==> config.mk <==
export PLATFORM = sky130hd
export DESIGN_NAME = pic_8259_lite
export DESIGN_NICKNAME = d
export VERILOG_FILES = /design/src/rtl/pic_8259_lite.sv
export SDC_FILE = /design/constraint.sdc
export NUM_CORES = 1
export LEC_CHECK = 0
export BUFFER_PORTS_ARGS = -buffer_cell sky130_fd_sc_hd__buf_2
export CORE_MARGIN = 4
export CORE_UTILIZATION = 41
export DETAILED_ROUTE_END_ITERATION = 8
export PLACE_DENSITY = 0.69
export REMOVE_ABC_BUFFERS = 1
export SYNTH_ARGS = -nofsm -noshare
export SYNTH_HDL_FRONTEND = slang
export SYNTH_SLANG_ARGS = --single-unit
==> constraint.sdc <==
create_clock -name clk -period 2.8 [get_ports clk]
set_input_delay 0.56 -clock clk [delete_from_list [all_inputs] [get_ports clk]]
set_output_delay 0.56 -clock clk [all_outputs]
set_load 0.02 [all_outputs]
==> src/rtl/pic_8259_lite.sv <==
// pic_8259_lite: simplified 8259A-style interrupt controller for the 8088 bus.
// Latches rising edges on ir[7:0], raises intr to the CPU, answers the
// two-pulse INTA handshake with {BASE, level} and tracks in-service levels
// until software issues EOI. IR0 has the highest priority.
// The CPU interrupt output is named intr because `int` is a reserved word.
module pic_8259_lite #(
  parameter logic [7:0] VEC_BASE_RST = 8'h08
) (
  input  logic       clk,
  input  logic       rst_n,
  input  logic       cs,
  input  logic       wr,
  input  logic       rd,
  input  logic       a0,
  input  logic [7:0] din,
  output logic [7:0] dout,
  input  logic [7:0] ir,
  input  logic       inta_n,
  output logic       intr
);

  typedef enum logic [1:0] {
    IDLE = 2'd0,
    ACK1 = 2'd1,
    GAP  = 2'd2,
    ACK2 = 2'd3
  } inta_state_t;

  inta_state_t state, state_next;

  logic [7:0] irr, isr, imr;
  logic [4:0] base;
  logic       rsel;
  logic       init;
  logic [7:0] ir_q;
  logic       inta_q;
  logic [2:0] lvl;
  logic       spur;

  logic [7:0] req;
  logic [3:0] req_idx, isr_idx;
  logic       int_next;
  logic [7:0] edge_set;
  logic       inta_fall;

  logic       wr_en, icw1, icw2, ocw1, ocw2, ocw3;
  logic [7:0] eoi_clr;
  logic [7:0] ack_set, ack_clr;
  logic       lvl_load, vec_load;

  // Index of the lowest set bit; 8 when the vector is empty.
  function automatic logic [3:0] lowest_idx(input logic [7:0] v);
    logic [3:0] idx;
    idx = 4'd8;
    for (int unsigned i = 0; i < 8; i++) begin
      if (v[i] && idx == 4'd8) idx = 4'(i);
    end
    return idx;
  endfunction

  // Request qualification, priority comparison and strobe decode.
  always_comb begin
    req       = irr & ~imr;
    req_idx   = lowest_idx(req);
    isr_idx   = lowest_idx(isr);
    int_next  = (req != 8'h00) && (req_idx < isr_idx);
    edge_set  = ir & ~ir_q;
    inta_fall = inta_q & ~inta_n;
    wr_en     = cs & wr;
    icw1      = wr_en & ~a0 & din[4];
    icw2      = wr_en &  a0 & init;
    ocw1      = wr_en &  a0 & ~init;
    ocw2      = wr_en & ~a0 & (din[4:3] == 2'b00);
    ocw3      = wr_en & ~a0 & (din[4:3] == 2'b01);
  end

  // EOI decode: non-specific clears the lowest set ISR bit, specific the named one.
  always_comb begin
    eoi_clr = '0;
    if (ocw2) begin
      case (din[7:5])
        3'b001:  eoi_clr = isr & (~isr + 8'd1);
        3'b011:  eoi_clr = 8'(1) << din[2:0];
        default: eoi_clr = '0;
      endcase
    end
  end

  // INTA handshake state register.
  always_ff @(posedge clk or negedge rst_n) begin
    if (!rst_n) state <= IDLE;
    else        state <= state_next;
  end

  // INTA next-state and acknowledge actions; ICW1 cancels everything in flight.
  always_comb begin
    state_next = state;
    ack_set    = '0;
    ack_clr    = '0;
    lvl_load   = 1'b0;
    vec_load   = 1'b0;
    case (state)
      IDLE: if (inta_fall) begin
        state_next = ACK1;
        lvl_load   = 1'b1;
        if (req != 8'h00) begin
          ack_set = 8'(1) << req_idx[2:0];
          ack_clr = 8'(1) << req_idx[2:0];
        end
      end
      ACK1: if (inta_n) state_next = GAP;
      GAP: if (inta_fall) begin
        state_next = ACK2;
        vec_load   = 1'b1;
      end
      ACK2: if (inta_n) state_next = IDLE;
      default: state_next = IDLE;
    endcase
    if (icw1) begin
      state_next = IDLE;
      ack_set    = '0;
      ack_clr    = '0;
      lvl_load   = 1'b0;
      vec_load   = 1'b0;
    end
  end

  // Programmable registers; a new edge on the acknowledged bit wins over the ack.
  always_ff @(posedge clk or negedge rst_n) begin
    if (!rst_n) begin
      irr  <= '0;
      isr  <= '0;
      imr  <= '1;
      base <= VEC_BASE_RST[7:3];
      init <= 1'b0;
      rsel <= 1'b0;
    end else if (icw1) begin
      irr  <= '0;
      isr  <= '0;
      imr  <= '0;
      init <= 1'b1;
      rsel <= 1'b0;
    end else begin
      irr <= (irr & ~ack_clr) | edge_set;
      isr <= (isr & ~eoi_clr) | ack_set;
      if (icw2) begin
        base <= din[7:3];
        init <= 1'b0;
      end
      if (ocw1) imr <= din;
      if (ocw3 && din[1]) rsel <= din[0];
    end
  end

  // Level captured on the first INTA pulse, used for the vector on the second.
  always_ff @(posedge clk or negedge rst_n) begin
    if (!rst_n) begin
      lvl  <= '0;
      spur <= 1'b0;
    end else if (lvl_load) begin
      lvl  <= req_idx[2:0];
      spur <= (req == 8'h00);
    end
  end

  // Input history for edge detection on ir and inta_n.
  always_ff @(posedge clk or negedge rst_n) begin
    if (!rst_n) begin
      ir_q   <= '0;
      inta_q <= 1'b1;
    end else begin
      ir_q   <= ir;
      inta_q <= inta_n;
    end
  end

  // Registered read/vector data and interrupt output.
  always_ff @(posedge clk or negedge rst_n) begin
    if (!rst_n) begin
      dout <= '0;
      intr <= 1'b0;
    end else begin
      intr <= int_next;
      if (vec_load)       dout <= {base, (spur ? 3'd7 : lvl)};
      else if (cs && rd)  dout <= a0 ? imr : (rsel ? isr : irr);
    end
  end

endmodule
# == After elaboration in Yosys (flattened, before gate mapping) ==
# Index checks and enable logic that the tools add are counted.
# totals
input_bits,23
elab_cells,139
regBits,55
out_inout_bits,9
# classes
reduce_logical,27
eq_ne,24
muxes,46
n_addsub,1
n_lt_le_gt_ge,1
bitwise_logic,25
shifts,2
# ops
cell,n
$mux W8,13
$mux W4,16
$eq A4 B4 Y1 const B,14
$and A8 B8 Y8,5
$not A8 Y8,5
$logic_and A1 B1 Y1,17
$or A8 B8 Y8,2
$pmux W8 S2,1
$shl A1 B3 Y8 const A,2
$ne A3 B3 Y1 const B,4
$mux W2,5
$and A1 B1 Y1,9
$mux W1,9
$add A8 B1 Y8 const B,1
$logic_not A8 Y1,1
$pmux W2 S4,1
$reduce_bool A2 Y1,4
$reduce_bool A8 Y1,1
$eq A2 B1 Y1 const B,2
$eq A2 B2 Y1 const B,2
$logic_not A2 Y1,2
$lt A4 B4 Y1,1
$not A1 Y1,4
$reduce_and A4 Y1,1
4 further kinds,4

# == Longest topological paths before layout ==
# depth
depth_word,33
ltp_mapped,9
ltp_nobuf,9

# == Least setup slack after synthesis ==
# Ideal clock, no wire load.
# synth_path
kind,flip-flop to flip-flop
from,register imr[2]
to,register intr
setup_slack_ns,0.777
period_less_slack_ns,2.023
setup_time_ns,0.111
stages_incl_launch_ff,10
arrival_ns,1.911
required_time_ns,2.689
n_path_buf,0
cell_sequence,dfstp_2 nor2b_4 o22ai_1 inv_1 a21oi_1 nor2_1 ha_1 o211ai_1 a21oi_1 a2111oi_2
# synth_between
elab_chain_cells,21
elab_cells_between_ends,22
cone_classes,1 x order compare; 5 x eq/ne; 6 x mux; 2 x bitwise; 8 x reduce/logical
# synth_rtl
item,line_no,source
start: declaration,31,"logic [7:0] irr, isr, imr;"
start signal: assignment,150,if (ocw1) imr <= din;
$not A8 Y8 *,63,req = irr & ~imr;
$and A8 B8 Y8 *,63,
$logic_and A1 B1 Y1 *,56,if (v[i] && idx == 4'd8) idx = 4'(i);
$mux W4 *,56,
$eq A4 B4 Y1,56,
$logic_and A1 B1 Y1,56,
$mux W4 *,56,
$eq A4 B4 Y1,56,
(+7 left out),--,
$mux W4 *,56,
$eq A4 B4 Y1,56,
$logic_and A1 B1 Y1,56,
$mux W4 *,56,
via req_idx[1],41,"logic [3:0] req_idx, isr_idx;"
$lt A4 B4 Y1 *,66,int_next = (req != 8'h00) && (req_idx < isr_idx);
$logic_and A1 B1 Y1 *,66,
via int_next,42,logic int_next;
end signal: assignment,183,intr <= int_next;
end: declaration,19,output logic intr
# The timed path passes the listed nets; every way through them passes the cells marked *.
# A chain may end at the register's enable or synchronous reset.

# == Worst setup path in the final report ==
# Same ends and word-level chain as after synthesis.

==> results.md <==
* Status: finished, final reports clean
* Seq/Total Area, Yosys at 0.450
* R2R depth at 9
* Worst setup path startpoint: imr[2]
* Core region area at between 7000 and 8000 sq um
* Initial DRT Pass Iterations at 5
* CP Cell Sequence: nor2b_4, o22ai_1, inv_1, a21oi_1, nor2_1, ha_1, o211ai_1, a21oi_1, a2111oi_2
* Post-CTS Setup Repair Bufs at 0
* HP Class: in -> reg
* Max Slew Vio Count at 0
* Layout cells sized above 1 at 0.238
* DP HPWL at 5320 microns
* Crit end category: register
* Drt wl/cell at roughly 17 microns
* Final WL at 7270 microns
* RSZ-0062 raised after global routing: no
* Number of cells on the critical path at 9
* Clock transition at path regs at roughly 100 ps
* Setup_tns at 0 ps
* Worst path bufs/invs at 1
* Initial antenna violation count at 0
* Die X at roughly 95 microns
* Worst r2r dst: intr
* H-tree lvl count at 2
* Final Skew at 7.90 ps
* DRT antenna net count at 0
* Mapped cell area at between 3000 and 4000 sq um
* Top-area cell type share of the netlist area at 0.365
* Max-slew headroom at 0.533
* Largest cells by area after synthesis: dfrtp_1, dfstp_2, mux2i_1
* GRT Total Usage at 0.175
* Hold-fix buffers, CTS at 0
* Largest area contributor in the netlist: dfrtp_1
* RePlAce Congestion at 0.955
* CTS tree: built
* Crit path kind: reg -> reg
* Vias per cell at approximately 5.5
* Mapped Avg Cell Area at 10.0 sq um
* Synthesized flop and latch total at 55
* Leak Pwr at between 0.0015 and 0.002 uW
* Peak supply drop at roughly 490 uV
* Reg2reg setup slack at 590 ps
* Worst-skew pair later-pin latency at between 300 and 400 ps
* Critical-path top delay cell: dfstp_2
* Ys flop type: dfrtp_1
* Die Y at 94.8 microns
* Fmax at approximately 0.45 GHz
* Crit Reg-Reg Startpoint: imr[2]
* Total congestion overflow at 0
* I/O Buffers at 31
* Pwr Density at 831 nW/um^2
* Worst Tran Pin Value at 700 ps
* Row Count at 31
* Synth Warn # at 0
* Initial core utilization at 0.424
* Clk root buf: clkbuf_8
* First-pass GRT wire length at 12000 microns
* CP Data Required Time at around 3000 ps
* CP max stage delay at a little under 600 ps
* Nets@finish at ~370
* Crit Path Max Fanout at 5
* Vias in the first global route at about 2400
* Placed Area at about 3300 sq um
* Post-synth top cells: dfrtp_1, nand2_1, o21ai_0, a21oi_1, mux2i_1
* Filler cells at 734
* Post-synth EDFFs at 0
* TritonCTS buffer count at 5
* Post-CTS sizing at 0
* Setup-failing EPs final at 0
* Critical Path Start Type: register
* Vias at 2392
* Crit path time final at about 2200 ps
* Starting DRT DRC Count at approximately 140
* Top cell by count, worst path: a21oi_1
* Ys async rst share at 1.00
* Post-Synthesis Cells at ~310
* Largest net degree at the start of global routing at 56
* Clock Sinks at between 50 and 60
* Longest Clk Path Bufs at 2
* Critical path arrival at approximately 2400 ps
* Library cells used by synthesis at 56
* Fin area at ~3400 sq um
* Setup crit end: intr
* Antenna diodes at 0
* Die Area at about 9000 sq um
* Hold Vio Cnt, Final at 0
* CP top delay family: compound AO/OA/AOI/OAI gates
* Period Utilization, post-route at 0.790
* DRC at 0
* I/O pin cnt at 32
* Max-Cap Viols at 0
* P&R area growth vs syn at 10.8%
[routing by layer]
layer | GRT usage | vias to the layer above | share of wire
met5 | 0 | - | 0
li1 | - | 1165 | -
met4 | 0.0517 | 0 | 0.015
met2 | 0.292 | 42 | 0.48
met3 | 0.0287 | 9 | 0.043
met1 | 0.233 | 1176 | 0.46
[cells in the final DEF, fill, tap and decap left out, types with 3 or more instances in the layout]
master	count
a22o_1	3
a21oi_1	20
o21ai_0	21
mux2_2	6
nor2b_1	7
dfstp_2	10
nand2b_1	10
o22ai_1	3
nand2_1	45
inv_1	6
dfrtp_1	45
mux2i_1	17
nor3_1	7
ha_1	7
nor4_4	5
nand3_1	9
o21ai_1	11
clkbuf_8	5
buf_2	31
o31ai_1	6
nor2_1	14
[per-stage QoR]
step                      cells   util  setup slack (ps)  hold WS [ps]  power (uW)
after global routing        435  0.469               365           355        3030
after global placement      427  0.455               609           459        2290
after detailed placement    427  0.455               579           469        2340
final                       435  0.469               589           355        2840
after CTS                   435  0.469               570           352        2860
after floorplan             295      -               777           264        1990
[registers in the layout (all words and copies together), names as in the netlist, 2 cells and up]
register  cells
ir_q          8
isr           8
imr           8
irr           8
state         2
base          5
lvl           3
dout          8
[worst min-delay path by stage]
stage	from	to	slack, ps	cells after the start
finish	ir[7]	ir_q[7]	360	1
global route	ir[7]	ir_q[7]	360	1
CTS	ir[7]	ir_q[7]	350	1
detailed placement	base[1]	dout[4]	470	2
global placement	base[3]	dout[6]	460	2
floorplan	rst_n	base[1]	260	0
[power by group]
group | leakage (uW) | total (uW) | switching [uW] | internal [uW]
registers | 0.000648 | 1230 | 212 | 1020
clock network | 0.0000524 | 527 | 258 | 268
logic | 0.000809 | 1090 | 637 | 450
[area by class of cell]
| class | instances | area [sq um] | share of cell area |
|---|---|---|---|
| repair buffers | 33 | 170 | 0.0497 |
| clock inverters | 1 | 30.0 | 0.00877 |
| flip-flops and latches | 55 | 1390 | 0.406 |
| well taps | 99 | 124 | 0.0362 |
| clock buffers | 7 | 76.3 | 0.0223 |
| multi-input cells | 233 | 1610 | 0.470 |
| inverters | 7 | 26.3 | 0.00768 |
[cells by family (layout without fill, tap and decap cells)]
| kind of cell | after synthesis | after routing | share of synthesized area |
|---|---|---|---|
| compound gates | 85 | 85 | 0.186 |
| simple gates | 117 | 117 | 0.226 |
| fa+ha+maj | 7 | 7 | 0.0284 |
| buf+inv | 21 | 48 | 0.0300 |
| mux | 24 | 24 | 0.0806 |
| flops | 55 | 55 | 0.450 |
Note: power is estimated with default switching activity, not from simulation.
